`config.mk`:
```
export PLATFORM = sky130hd
export DESIGN_NAME = acl_txbuf_ctrl
export DESIGN_NICKNAME = d
export VERILOG_FILES = /design/src/rtl/acl_txbuf_ctrl.sv
export SDC_FILE = /design/constraint.sdc
export NUM_CORES = 1
export LEC_CHECK = 0
export BUFFER_PORTS_ARGS = -buffer_cell sky130_fd_sc_hd__buf_2
export CELL_PAD_IN_SITES_DETAIL_PLACEMENT = 0
export CELL_PAD_IN_SITES_GLOBAL_PLACEMENT = 1
export CORE_UTILIZATION = 45
export DETAILED_ROUTE_END_ITERATION = 10
export PLACE_DENSITY = 0.86
export SLEW_MARGIN = 30
export SYNTH_ARGS = -nofsm -noshare
export SYNTH_HDL_FRONTEND = slang
export SYNTH_SLANG_ARGS = --single-unit
```
`constraint.sdc`:
```
create_clock -name clk_6M -period 2.66 [get_ports clk_6M]
set_input_delay 0 -clock clk_6M [delete_from_list [all_inputs] [get_ports clk_6M]]
set_output_delay 0 -clock clk_6M [all_outputs]
set_load 0.02 [all_outputs]
```
`src/rtl/acl_txbuf_ctrl.sv`:
```
// ACL transmit double-buffer controller.
// Each LT_ADDR owns two payload buffers. One is "active" (being sent or
// retransmitted) and the other is the "fill" buffer that the MCU loads.
// ARQ decisions taken at the TX header start move the active pointer,
// free acknowledged buffers and drive the payload read controls.
module acl_txbuf_ctrl (
  input  logic       clk_6M,
  input  logic       rstz,
  input  logic       conns,
  input  logic       m_2active_p,
  input  logic       s_2active_p,
  input  logic       pk_encode,
  input  logic       header_st_p,
  input  logic [2:0] txpk_lt_addr,
  input  logic       sendnewpy,
  input  logic       sendoldpy,
  input  logic       send0py,
  input  logic       regi_bufload_p,
  input  logic [2:0] regi_load_lt_addr,
  input  logic       regi_flushcmd_p,
  output logic [7:0] txbuf_sel,
  output logic       txpy_bufsel,
  output logic       txpy_en,
  output logic       txpy_zero,
  output logic [7:0] fillbuf_full,
  output logic       txbuf_release_p,
  output logic [2:0] release_lt_addr,
  output logic       ovf_err
);

  logic [7:0] act, v0, v1, infl;
  logic [7:0] act_n, v0_n, v1_n, infl_n;
  logic       en_n, zero_n, bsel_n, rel_n, ovf_n;
  logic [2:0] rla_n;
  logic       dec_ev, new_conn;
  logic [2:0] a, l;
  logic       cur, cur_v, oth_v, fill;

  assign dec_ev       = header_st_p & pk_encode & conns;
  assign new_conn     = m_2active_p | s_2active_p;
  assign a            = txpk_lt_addr;
  assign l            = regi_load_lt_addr;
  assign txbuf_sel    = act;
  assign fillbuf_full = v0 & v1;

  // Next-state: new connection, then ARQ decision, then flush or load.
  always_comb begin
    act_n  = act;
    v0_n   = v0;
    v1_n   = v1;
    infl_n = infl;
    en_n   = txpy_en;
    zero_n = txpy_zero;
    bsel_n = txpy_bufsel;
    rel_n  = 1'b0;
    rla_n  = release_lt_addr;
    ovf_n  = ovf_err;
    cur    = act[a];
    cur_v  = act[a] ? v1[a] : v0[a];
    oth_v  = act[a] ? v0[a] : v1[a];
    fill   = 1'b0;

    if (new_conn) begin
      act_n  = '0;
      v0_n   = '0;
      v1_n   = '0;
      infl_n = '0;
      en_n   = 1'b0;
      zero_n = 1'b0;
      bsel_n = 1'b0;
      ovf_n  = 1'b0;
    end else begin
      if (dec_ev) begin
        zero_n = 1'b0;
        bsel_n = cur;
        if (send0py) begin
          en_n   = 1'b0;
          zero_n = 1'b1;
        end else if (sendoldpy) begin
          en_n = cur_v;
        end else if (sendnewpy) begin
          // Acknowledged buffer is freed before choosing what to send next.
          if (infl[a]) begin
            if (cur) v1_n[a] = 1'b0;
            else     v0_n[a] = 1'b0;
            cur_v = 1'b0;
            rel_n = 1'b1;
            rla_n = a;
          end
          if (oth_v) begin
            act_n[a]  = ~cur;
            bsel_n    = ~cur;
            en_n      = 1'b1;
            infl_n[a] = 1'b1;
          end else if (cur_v) begin
            en_n      = 1'b1;
            infl_n[a] = 1'b1;
          end else begin
            en_n      = 1'b0;
            infl_n[a] = 1'b0;
          end
        end else begin
          en_n = 1'b0;
        end
      end

      // Flush overrides any same-address decision and any load.
      if (regi_flushcmd_p) begin
        act_n[l]  = act[l];
        v0_n[l]   = 1'b0;
        v1_n[l]   = 1'b0;
        infl_n[l] = 1'b0;
        if (dec_ev && (a == l)) begin
          en_n   = 1'b0;
          rel_n  = 1'b0;
          rla_n  = release_lt_addr;
          bsel_n = act[l];
        end
      end else if (regi_bufload_p) begin
        // Fill buffer is taken from the post-decision active pointer.
        fill = ~act_n[l];
        if (fill ? v1_n[l] : v0_n[l]) ovf_n = 1'b1;
        else if (fill)                v1_n[l] = 1'b1;
        else                          v0_n[l] = 1'b1;
      end
    end
  end

  // State and registered decision outputs.
  always_ff @(posedge clk_6M or negedge rstz) begin
    if (!rstz) begin
      act             <= '0;
      v0              <= '0;
      v1              <= '0;
      infl            <= '0;
      txpy_en         <= 1'b0;
      txpy_zero       <= 1'b0;
      txpy_bufsel     <= 1'b0;
      txbuf_release_p <= 1'b0;
      release_lt_addr <= '0;
      ovf_err         <= 1'b0;
    end else begin
      act             <= act_n;
      v0              <= v0_n;
      v1              <= v1_n;
      infl            <= infl_n;
      txpy_en         <= en_n;
      txpy_zero       <= zero_n;
      txpy_bufsel     <= bsel_n;
      txbuf_release_p <= rel_n;
      release_lt_addr <= rla_n;
      ovf_err         <= ovf_n;
    end
  end

endmodule

```
* Yosys cells after proc, flatten, opt, wreduce, memory -nomap -nowiden
Index checks and enable logic that the tools add are counted.
** Cells by class
- Order comparisons :: 4
- Equality and inequality tests :: 3
- Multiplexer cells :: 111
- Bitwise operators :: 17
- Reduce and logical (&&, ||, !) cells :: 8
** Operators with widths (number)
- $mux 8 :: 41
- $and 8x8->8 :: 7
- $mux 1 :: 51
- $bmux 1 s3 :: 8
- $or 8x8->8 :: 3
- $mux 3 :: 7
- $bwmux 8 :: 2
- $not 8->8 :: 2
- $lt 3x4->1 const B :: 2
- $demux 1 s3 :: 2
- $ge 3x1->1 const B :: 2
- $reduce_bool 2->1 :: 3
- $eq 3x3->1 :: 1
- $logic_and 1x1->1 :: 3
- $reduce_and 3->1 :: 1
- $and 1x1->1 :: 2
- $ne 2x1->1 const B :: 1
- $ne 2x2->1 const B :: 1
- $not 1->1 :: 2
- $reduce_and 2->1 :: 1
- $or 1x1->1 :: 1
** Word-level totals
- Register bits :: 40
- Input port bits :: 18
- Output and inout bits :: 24
- Word-level logic and storage cells :: 153

* Longest topological paths before layout
Gate-level depths: netlist of run 1.
- Word-level depth :: 20
- Gate-level depth with buffers :: 10
- Gate-level depth less buffers :: 7

* Worst setup path after synthesis of run 1
No wires, ideal clock.
- Path type :: register to register
- Start :: reg act[3] (netlist: txbuf_sel[3])
- End :: reg v1[5]
- Library setup time :: 0.137 ns
- Arrival time :: 2.285 ns
- Data required time :: 2.523 ns
- Setup slack :: 0.239 ns
- Stages on the path, launching flop included :: 8
- Buffers on the path :: 1
- Period minus slack after synthesis :: 2.421 ns
- Path through :: dfrtp_1 mux4_2 mux2_4 and3_4 nor4_4 and2_1 buf_6 o41ai_2
** On the way
- Cells in the longest elaborated chain, start to end :: 17
- Elaborated cells on any way between the ends :: 39
- Classes of those cells :: 36 x mux; 3 x bitwise
** RTL lines
- start, declared :: line 31 : logic [7:0] act, v0, v1, infl;
- start signal, assigned :: line 143 : act <= act_n;
- $bmux 1 s3 :: line 58, 60
- $mux 1 (not written as such) :: line 58, 60
- $not 1->1 :: line 91 : act_n[a] = ~cur;
- $bwmux 8 :: line 91
- $mux 8 :: line 90 : if (oth_v) begin
- $mux 8 :: line 81 : end else if (sendnewpy) begin
- $mux 8 :: line 79 : end else if (sendoldpy) begin
- $mux 8 :: line 76 : if (send0py) begin
- (+2 left out)
- $bmux 1 s3 :: line 121 : fill = ~act_n[l];
- $mux 1 (not written as such) :: line 121
- $mux 8 or $mux 1 (tied branches) :: line 123, 122
- $mux 8 :: line 122 : if (fill ? v1_n[l] : v0_n[l]) ovf_n = 1'b1;
- $mux 8 :: line 119 : end else if (regi_bufload_p) begin
- $mux 8 * :: line 108 : if (regi_flushcmd_p) begin
- $mux 8 * :: line 63 : if (new_conn) begin
- via v1_n[5] :: line 32 : logic [7:0] act_n, v0_n, v1_n, infl_n;
- end signal, assigned :: line 145 : v1 <= v1_n;
- end, declared :: line 31
Mark *: on every way through the listed nets, which the timed path passes. The rest lies on a longest branch. The select of a mux whose other input is x is not followed.
A chain may end at the register's enable or synchronous reset.

* Final worst setup path of run 1
- Start :: reg act[0] (netlist: txbuf_sel[0])
- End :: reg v0[6]
** On the way
- Cells in the longest elaborated chain, start to end :: 17
- Elaborated cells on any way between the ends :: 39
- Classes of those cells :: 36 x mux; 3 x bitwise
** RTL lines
- $bmux 1 s3 :: line 58, 60
- $mux 1 (not written as such) :: line 58, 60
- $not 1->1 :: line 91
- $bwmux 8 :: line 91
- $mux 8 :: line 90
- $mux 8 :: line 81
- $mux 8 :: line 79
- $mux 8 :: line 76
- (+2 left out)
- $bmux 1 s3 :: line 121
- $mux 1 (not written as such) :: line 121
- $mux 8 or $mux 1 (tied branches) :: line 123, 122
- $mux 8 :: line 122
- $mux 8 :: line 119
- $mux 8 * :: line 108
- $mux 8 * :: line 63
- via v0_n[6] :: line 32
- end signal, assigned :: line 144 : v0 <= v0_n;
- end, declared :: line 31
Marked as above.

==> results of run 1 <==
layout make-up:
class                           count  share of cell area [%]
Sequential cell                    40                   26.35
Clock inverter                      1                  0.1976
Inverter                            8                  0.7905
Clock buffer                        7                   2.273
Tap cell                           96                   3.162
Multi-Input combinational cell    298                   56.95
Timing Repair Buffer               65                   10.28
power by group:
part | switching, uW | internal [uW] | leakage [uW] | total (uW)
sequential | 4.33 | 611 | 0.000558 | 616
combinational | 189 | 86.7 | 0.000994 | 276
clock | 235 | 211 | 0.0000445 | 446
layer usage:
layer | track usage, % | up-vias | part of all wire (%)
met5 | 0 | - | 0
met4 | 15.95 | 0 | 5.1
met3 | 6.692 | 62 | 12
met2 | 50.32 | 295 | 43
met1 | 44.78 | 1614 | 39
li1 | - | 1493 | -
registers in the layout, summed over array words and instances, names as in the netlist:
register	cells
release_lt_addr	3
ovf_err	1
txbuf_sel	8
infl	8
txbuf_release_p	1
v1	8
txpy_zero	1
txpy_en	1
v0	8
txpy_bufsel	1
worst max-delay path: cells and delay by family, from the launching register on:
kind / cells / cell delay [ns]
AOI/OAI and AO/OA: 1 / 0.31
muxes: 2 / 0.86
DFF: 1 / 0.46
and+or+nand+nor: 3 / 0.59
buffers and inverters: 1 / 0.23
path summary, 6_finish.rpt:
| check | start | to | slack, ns |
|---|---|---|---|
| worst max register to register | txbuf_sel[0]$_DFF_PN0_ | v0[6]$_DFF_PN0_ | 0.09 |
| worst min-delay path | regi_bufload_p | v0[0]$_DFF_PN0_ | 0.09 |
| worst min register to register | release_lt_addr[2]$_DFFE_PN0P_ | release_lt_addr[2]$_DFFE_PN0P_ | 0.51 |
| min in group asynchronous | rstz | txpy_bufsel$_DFF_PN0_ | 0.23 |
| worst max-delay path | txbuf_sel[0]$_DFF_PN0_ | v0[6]$_DFF_PN0_ | 0.09 |
| max in group asynchronous | rstz | v1[4]$_DFF_PN0_ | 2.06 |
placed cells by master (no fill, tap or decap), drive strengths merged, types with 8 or more instances in the layout:
master	count
o211ai	8
nor3	9
nor2	30
a21oi	22
nand2	47
dfrtp	40
and2	11
nand3	16
o21ai	27
buf	64
mux2i	16
metrics by stage:
| step | setup slack, ns | instances | power [uW] | instance area [um^2] |
|---|---|---|---|---|
| 2_1_floorplan | 0.2387 | 364 | 791.1 | 3319 |
| 3_3_place_gp | 0.1073 | 506 | 889.8 | 3690 |
| 3_5_place_dp | 0.01982 | 506 | 889.2 | 3690 |
| 4_1_cts | 0.1044 | 515 | 1331 | 3795 |
| 5_1_grt | 0.01306 | 515 | 1377 | 3799 |
| 6_report | 0.09016 | 515 | 1338 | 3799 |
timing repair:
item,4_1_cts,5_1_grt
resized for setup,1,1
setup endpoints to repair,2,6
endpoints found under the hold margin,40,0
hold buffers,1,0
pin swaps,0,1
kinds of logic (layout without fill, tap and decap cells):
kind of cell	Yosys count	in the layout	share of synthesized area [%]
and+or+nand+nor	155	155	26.99
AOI/OAI and AO/OA	111	111	25.71
xor gates and xnor gates	3	3	0.7917
muxes	29	29	11.61
buffers and inverters	26	81	4.749
DFF	40	40	30.15
==> impl_results.md, run 1 <==
- Outcome: completed
- Vias per cell: 6.726
- CTS tree: done
- Core area: about 0.0069 mm^2
- CP max FO: 7
- Synth top cells by count: nand2_1, dfrtp_1, nor2_1
- Cell with the most instances after synthesis: nand2_1
- Post-DP HPWL: 9247 um
- Min cycle time layout: between 2 and 3 ns
- Worst skew pair latency: around 0.30 ns
- Largest net degree at the start of global routing: around 40
- Worst path slowest cell: mux4_2
- Area share of the largest cell type after synthesis: approximately 30%
- Via count: between 3,000 and 4,000
- Initial antenna violation count: 0
- Yosys cell types: 80
- Die area: 0.007724 mm^2
- CP Class: flop to flop
- Hold crit path type: primary input to flop
- Clock Sink Count: 40
- Pleak: roughly 0.0016 uW
- Syn. warnings: 0
- Yosys top cell by area: dfrtp_1
- Chip height: 87.89 um
- Slew @ Worst Pin: 0.5547 ns
- WP data required: ~2.9 ns
- Worst vdd ir: around 0.00020 V
- Syn Nets: 382
- Slowest stage delay, CP: roughly 0.52 ns
- Critical Path Source Type: flop
- Async set-or-reset flop fraction in the synthesized netlist: 100.0%
- Fin. Hold Viols: 0
- Antenna diode count: 0
- Filler instances: 650
- IO Pins: 42
- DRT Wirelength: 12,030 um
- Final slew viol count: 0
- Kind of end point of the critical path: flop
- Hold path depth: 5
- Standard-cell rows: 30
- H-tree depth: 2
- Slew HR: roughly 63%
- Drt wl/cell: about 23 um
- Post-CTS setup buffers: 0
- Seq cells post-synth: 40
- Final core occ: between 50 and 60%
- Storage element area: about 0.001 mm^2
- Critical Path AT: approximately 2.8 ns
- Die X: a little under 90 um
- Clk slew on worst S/H paths: approximately 0.080 ns
- Syn_area_per_cell: 9.119 um^2
- Iter 0 DRT Violations: 500
- Fin Setup TNS: 0 ns
- RSZ-0062 raised after global routing: no
- Area taken by multi-input logic gates: 0.002163 mm^2
- Vias in the first global route: between 3,000 and 4,000
- Worst R2R Path Depth: 7
- Peak Freq: between 0.3 and 0.4 GHz
- Root Buffer: clkbuf_8
- Register area share after synthesis: roughly 30%
- Top post-synthesis cells by area: dfrtp_1, nand2_1, mux2i_1
- Starting Density: 47.80%
- CP cell instances: mux4_2 > mux2_4 > and3_4 > nor4_4 > buf_4 > nand2_4 > o41ai_1
- Setup Skew: approximately 0.0026 ns
- Drt first pass iters: 8
- Port bufs: between 40 and 50
- Final Setup Violations: 0
- Top FF cell, synth: dfrtp_1
- Share of layout cells above drive strength 1: between 20% and 30%
- DRC: 0
- Pwr/cell area: between 300 and 400 mW/mm^2
- Antenna-violating nets left: 0
- Post-synth EDFFs: 0
- First-pass GRT wire length: between 15,000 and 20,000 um
- Grt ovf: 0
- Max Cap Violations: 0
- GRT Util Overall: around 33%
- Post-Syn Area: roughly 0.0033 mm^2
- Synthesized instance count: roughly 360
- Area grow syn2layout: 14.44%
- Fin crit share: between 90% and 100%
- Fin Hold WS: between 0.08 and 0.09 ns
- Total CTS buffers: 5
- Fin nets: ~440
- GPL Wtd Cong: 0.9933
- CTS Buffer Depth: 2
Power figures use the tool's default switching activity.
==> run 2: changes to the inputs <==
--- a/config.mk
+++ b/config.mk
@@ -6,7 +6,7 @@
 export NUM_CORES = 1
 export LEC_CHECK = 0
 export BUFFER_PORTS_ARGS = -buffer_cell sky130_fd_sc_hd__buf_2
-export CELL_PAD_IN_SITES_DETAIL_PLACEMENT = 0
+export CELL_PAD_IN_SITES_DETAIL_PLACEMENT = 1
 export CELL_PAD_IN_SITES_GLOBAL_PLACEMENT = 1
 export CORE_UTILIZATION = 45
 export DETAILED_ROUTE_END_ITERATION = 10
==> impl_results.md, run 2 (same netlist as run 1, synthesis figures left out) <==
- Setup Skew: 0.006057 ns (+0.003410 ns)
- Worst skew pair latency: 0.30 ns (about the same)
- Fin Setup TNS: 0 ns (unchanged)
- Post-DP HPWL: 10,130 um (+9.6%)
- WP data required: 2.83 ns (-0.02 ns)
- Final core occ: 54.88% (+0.18 points)
- Root Buffer: clkbuf_8
- Area grow syn2layout: 14.81%
- Combinational power share: 20.7% (about the same)
- R2R Path Start: txbuf_sel[3]$_DFF_PN0_
- Clock network fraction of design power: 33.8% (+0.4 points)
- Sw power: 443.2 uW (+3.4%)
- Slew HR: 56.97% (-5.6 points)
- Hold path depth: 5 (unchanged)
- Chip height: 87.89 um (unchanged)
- Initial antenna violation count: 0 (unchanged)
- RR Endpoint: v1[6]$_DFF_PN0_
- RSZ-0062 raised after global routing: no
- First-pass GRT wire length: 20,360 um (+9.7%)
- Fin Hold WS: 0.08626 ns (-0.002882 ns)
- Reg2reg setup slack: 0.09 ns (about the same)
- Vias in the first global route: 3,585 (+9.5%)
- Fin crit share: 96.61% (about the same)
- Worst path slowest cell: mux4_2
- Standard-cell rows: 30 (unchanged)
- CTS Buffer Depth: 2 (unchanged)
- Fin nets: 436 (unchanged)
- Min cycle time layout: 2.570 ns (-0.00008240 ns)
- Min-delay src: regi_bufload_p
- Worst vdd ir: 0.0002057 V (+3.6%)
- Setup WS post-layout: 0.09024 ns (+0.00008240 ns)
- H-tree depth: 2 (unchanged)
- Seq pwr share: 45.5% (-0.5 points)
- Peak Freq: 0.3891 GHz (about the same)
- Die area: 0.007724 mm^2 (unchanged)
- Pleak: 0.001610 uW (+0.80%)
- Slowest stage delay, CP: 0.53 ns (about the same)
- Kind of end point of the critical path: flop
- Largest net degree at the start of global routing: 41 (unchanged)
- Final Setup Violations: 0 (unchanged)
- Via count: 3,474 (+0.29%)
- Sw frac: 32.74% (+0.70 points)
- Commonest non-fill, non-tap cell in the layout: nand2_1
- DRC: 0 (unchanged)
- Clk slew on worst S/H paths: 0.09 ns (about the same)
- Antenna diode count: 0 (unchanged)
- CP max FO: 9 (+2)
- GPL Wtd Cong: 0.9933 (unchanged)
- Pwr/cell area: 355.2 mW/mm^2 (+0.87%)
- Slew @ Worst Pin: 0.6370 ns (+0.08232 ns)
- Share of layout cells above drive strength 1: 28.16% (+0.48 points)
- Pint: 910.7 uW (+0.16%)
- GRT Util Overall: 36.20% (+3.2 points)
- Critical Path AT: 2.74 ns (-0.02 ns)
- Iter 0 DRT Violations: 274 (-45%)
- Drt wl/cell: 25.36 um (+8.6%)
- Starting Density: 47.80% (unchanged)
- Vias per cell: 6.746 (+0.29%)
- Hold EP: v0[3]$_DFF_PN0_
- Final slew viol count: 0 (unchanged)
- IO Pins: 42 (unchanged)
- Antenna-violating nets left: 0 (unchanged)
- Core area: 0.006944 mm^2 (unchanged)
- Worst R2R Path Depth: 8 (+1)
- Drt first pass iters: 5 (-3)
- Critical Path Source Type: flop
- Hold crit path type: primary input to flop
- DRT Wirelength: 13,060 um (+8.6%)
- CP Class: flop to flop
- Clock Sink Count: 40 (unchanged)
- Most frequent cells in the layout: nand2_1, dfrtp_1, buf_2, nor2_1
- Port bufs: 41 (unchanged)
- Total CTS buffers: 5 (unchanged)
- Max Cap Violations: 0 (unchanged)
- Die X: 87.89 um (unchanged)
- Fin. Hold Viols: 0 (unchanged)
- Outcome: completed
- CP cell instances: mux4_2 > mux2i_2 > buf_4 > a21o_1 > o211ai_1 > and4b_1 > nand3b_4 > o21ai_1
- Pre-CTS worst setup slack: 0.04672 ns (+0.02689 ns)
- CTS tree: done
- Grt ovf: 0 (unchanged)
## run 2: cell count changes in the layout (fill, tap and decap cells not counted), sizes merged
cell | previous run | this run
clkbuf | 7 | 6
clkinv | 1 | 2
clkinvlp | 1 | 0
inv | 7 | 8
## run 2: power by group through the flow
stage | clock network, uW | logic [uW] | registers, uW
3_5_place_dp | 0 | 268 | 628
3_3_place_gp | 0 | 263 | 627
2_1_floorplan | 0 | 161 | 630
4_1_cts | 460 | 271 | 615
6_report | 458 | 281 | 616
5_1_grt | 481 | 296 | 616
## run 2: layer usage
| metal | vias to the layer above | global-route usage, % | share of wire [%] |
|---|---|---|---|
| li1 | 1489 | - | - |
| met1 | 1679 | 46.84 | 41 |
| met2 | 250 | 56.52 | 44 |
| met3 | 56 | 9.237 | 10 |
| met4 | 0 | 17.29 | 4.5 |
| met5 | - | 0 | 0 |
## run 2: how the worst max path moves through the flow
stage	start	to	slack, ns	cells after the start
after floorplan	txbuf_sel[3]$_DFF_PN0_	v1[5]$_DFF_PN0_	0.24	7
after global placement	txbuf_sel[3]$_DFF_PN0_	v1[4]$_DFF_PN0_	0.11	7
after detailed placement	txbuf_sel[3]$_DFF_PN0_	v1[4]$_DFF_PN0_	0.05	7
after CTS	txbuf_sel[3]$_DFF_PN0_	v1[4]$_DFF_PN0_	0.01	7
after global routing	txbuf_sel[3]$_DFF_PN0_	v1[4]$_DFF_PN0_	0.01	7
final	txbuf_sel[3]$_DFF_PN0_	v1[6]$_DFF_PN0_	0.09	8
## run 2: area by class of cell
class / instances / area [um^2]
Fill cell: 858 / 3133
Sequential cell: 40 / 1001
Tap cell: 96 / 120.1
Clock inverter: 2 / 13.76
Multi-Input combinational cell: 298 / 2170
Inverter: 8 / 30.03
Timing Repair Buffer: 65 / 394.1
Clock buffer: 6 / 82.58
## run 2: worst max-delay path, delay by kind of cell, from the launching register on
kind	cells	cell delay [ns]
buf+inv	1	0.22
mux	2	0.75
flops	1	0.44
simple gates	2	0.47
compound gates	3	0.53
## run 2: stage by stage
step	area, um^2	std cells	power [uW]
global placement	3690	506	889.8
detailed placement	3690	506	895.4
finish	3811	515	1354
CTS	3796	515	1346
floorplan	3319	364	791.1
global route	3811	515	1393
## run 2: repair_timing
item | CTS | global route
setup endpoints to repair | 0 | 9
hold buffers | 1 | 0
resized for setup | 0 | 3
buffers inserted | 0 | 0
hold endpoints to repair | 40 | 0
==> run 3: changes to the inputs <==
--- a/config.mk
+++ b/config.mk
@@ -10,6 +10,8 @@
 export CELL_PAD_IN_SITES_GLOBAL_PLACEMENT = 1
 export CORE_UTILIZATION = 45
 export DETAILED_ROUTE_END_ITERATION = 10
+export HOLD_SLACK_MARGIN = 0.12
+export MAX_ROUTING_LAYER = met4
 export PLACE_DENSITY = 0.86
 export SLEW_MARGIN = 30
 export SYNTH_ARGS = -nofsm -noshare
==> impl_results.md, run 3 (same netlist as run 1, synthesis figures left out) <==
- Starting Density: 47.80% (unchanged)
- CP max FO: 7 (-2)
- First-pass GRT wire length: 21,590 um (+6.1%)
- Pleak: 0.001692 uW (+5.1%)
- H-tree depth: 2 (unchanged)
- Slowest stage delay, CP: 0.51 ns (-0.02 ns)
- Storage element area: 0.001001 mm^2 (unchanged)
- Pwr/cell area: 375.7 mW/mm^2 (+5.8%)
- Peak Freq: 0.3921 GHz (+0.75%)
- DRC: 0 (unchanged)
- Worst vdd ir: 0.0002818 V (+37%)
- Crit path from: txbuf_sel[3]$_DFF_PN0_
- DRT Wirelength: 14,420 um (+10%)
- Core area: 0.006944 mm^2 (unchanged)
- GRT Util Overall: 40.06% (+3.9 points)
- Share of layout cells above drive strength 1: 29.89% (+1.7 points)
- Sw frac: 30.07% (-2.7 points)
- Standard-cell rows: 30 (unchanged)
- R2R Path Start: txbuf_sel[3]$_DFF_PN0_
- Slew HR: 60.75% (+3.8 points)
- Hold crit path type: primary input to flop
- Placed instance area: 0.003735 mm^2 (+1.2%)
- Seq pwr share: 41.2% (-4.3 points)
- Via count: 3,731 (+7.4%)
- Initial antenna violation count: 0 (unchanged)
- Clk slew on worst S/H paths: 0.09 ns (about the same)
- Max Cap Violations: 0 (unchanged)
- Setup Skew: 0.01060 ns (+0.004545 ns)
- Fin nets: 452 (+3.7%)
- Worst R2R Path Depth: 7 (-1)
- Clock network fraction of design power: 38.1% (+4.3 points)
- Clock Sink Count: 40 (unchanged)
- CP cell instances: mux4_2 > mux2_4 > and3_4 > nor4_4 > buf_4 > nand2_4 > o41ai_1
- Iter 0 DRT Violations: 382 (+39%)
- Antenna-violating nets left: 0 (unchanged)
- Sw power: 449.3 uW (+1.4%)
- Min cycle time layout: 2.551 ns (-0.01920 ns)
- Drt first pass iters: 5 (unchanged)
- Die X: 87.89 um (unchanged)
- Setup crit end: v0[6]$_DFF_PN0_
- CTS tree: done
- Vias per cell: 7.026 (+4.2%)
- Worst path slowest cell: mux4_2
- CTS Buffer Depth: 2 (unchanged)
- Worst skew pair latency: 0.31 ns (about the same)
- Most frequent cells in the layout: nand2_1, dfrtp_1, buf_2, buf_4, nor2_1
- Area taken by multi-input logic gates: 0.002176 mm^2 (+0.29%)
- Final Setup Violations: 0 (unchanged)
- Chip height: 87.89 um (unchanged)
- Grt ovf: 0 (unchanged)
- CP Class: flop to flop
- Pint: 1045 uW (+15%)
- Drt wl/cell: 27.16 um (+7.1%)
- Final slew viol count: 0 (unchanged)
- Post-DP HPWL: 10,630 um (+4.9%)
- Combinational power share: 20.7% (about the same)
- Design Area, Final: 0.003976 mm^2 (+4.3%)
- WP data required: 2.86 ns (+0.03 ns)
- Outcome: completed
- IO Pins: 42 (unchanged)
- RR Endpoint: v0[6]$_DFF_PN0_
- Root Buffer: clkbuf_8
- Kind of end point of the critical path: flop
- Total CTS buffers: 5 (unchanged)
- Die area: 0.007724 mm^2 (unchanged)
- Levels on crit path: 7 (-1)
- Fin. Hold Viols: 0 (unchanged)
- Commonest non-fill, non-tap cell in the layout: nand2_1
- Largest net degree at the start of global routing: 41 (unchanged)
- Vias in the first global route: 3,685 (+2.8%)
- Bufs and invs on worst path: 1 (unchanged)
- Antenna diode count: 0 (unchanged)
- Reg2reg setup slack: 0.11 ns (+0.02 ns)
- Fin Hold WS: 0.1464 ns (+0.06013 ns)
- RSZ-0062 raised after global routing: no
- Filler instances: 830 (-3.3%)
- GPL Wtd Cong: 1.030 (+3.7%)
- Slew @ Worst Pin: 0.5865 ns (-0.05050 ns)
- Fin crit share: 95.89% (-0.72 points)
- Critical Path AT: 2.75 ns (about the same)
- Area grow syn2layout: 19.79%
- Port bufs: 41 (unchanged)
- CP delay by family, top: multiplexers
- Critical Path Source Type: flop
run 3: worst register-to-register path, cell delays in order (launching register included):
cell and delay [ns]:
dfrtp_1 0.44, mux4_2 0.51, mux2_4 0.34, and3_4 0.17, nor4_4 0.36, buf_4 0.23
nand2_4 0.08, o41ai_1 0.31
run 3: repair_timing:
| action | CTS | global route |
|---|---|---|
| pin swaps | 0 | 1 |
| hold buffers | 6 | 0 |
| buffers inserted | 0 | 5 |
| gates resized for setup | 1 | 3 |
| setup endpoints to repair | 7 | 8 |
| endpoints found under the hold margin | 47 | 0 |
run 3: worst min-delay path by stage:
stage                                     from                endpoint  slack, ns  cells past startpoint
after global routing           regi_flushcmd_p   txpy_bufsel$_DFF_PN0_       0.16                      3
final                          regi_flushcmd_p   txpy_bufsel$_DFF_PN0_       0.15                      3
after detailed placement                  rstz  txbuf_sel[0]$_DFF_PN0_       0.20                      1
after floorplan                           rstz       infl[0]$_DFF_PN0_      -0.30                      0
after global placement                    rstz   txpy_zero$_DFFE_PN0P_       0.20                      1
after CTS                 regi_load_lt_addr[1]         v1[5]$_DFF_PN0_       0.14                      2
run 3: area by class of cell:
type                            instances  share of cell area (%)
Clock inverter                          1                  0.7552
Timing Repair Buffer                   81                   13.15
Sequential cell                        40                   25.17
Inverter                                8                  0.7552
Tap cell                               96                   3.021
Multi-Input combinational cell        298                   54.72
Clock buffer                            7                   2.423
run 3: power groups by stage:
stage	clock, uW	sequential [uW]	combinational (uW)
CTS	570	616	283
detailed placement	0	628	272
global placement	0	627	268
finish	570	616	309
floorplan	0	630	161
global route	586	616	321
run 3: metal layers:
layer | routed length (um) | GRT usage (%)
met5 | 0 | -
met2 | 6481 | 61.45
met1 | 5510 | 49.18
met3 | 1483 | 8.954
met4 | 947 | 20.86
run 3: through the flow:
step / instances / setup TNS (ns) / utilization (%) / worst slack, ns / total power, uW
2_1_floorplan: 364 / 0 / - / 0.2387 / 791.1
3_3_place_gp: 512 / 0 / 53.78 / 0.09924 / 895.1
3_5_place_dp: 512 / -0.1579 / 53.78 / -0.03006 / 900.0
4_1_cts: 526 / 0 / 56.49 / 0.07084 / 1469
5_1_grt: 531 / 0 / 57.26 / 0.002901 / 1524
6_report: 531 / 0 / 57.26 / 0.1094 / 1494
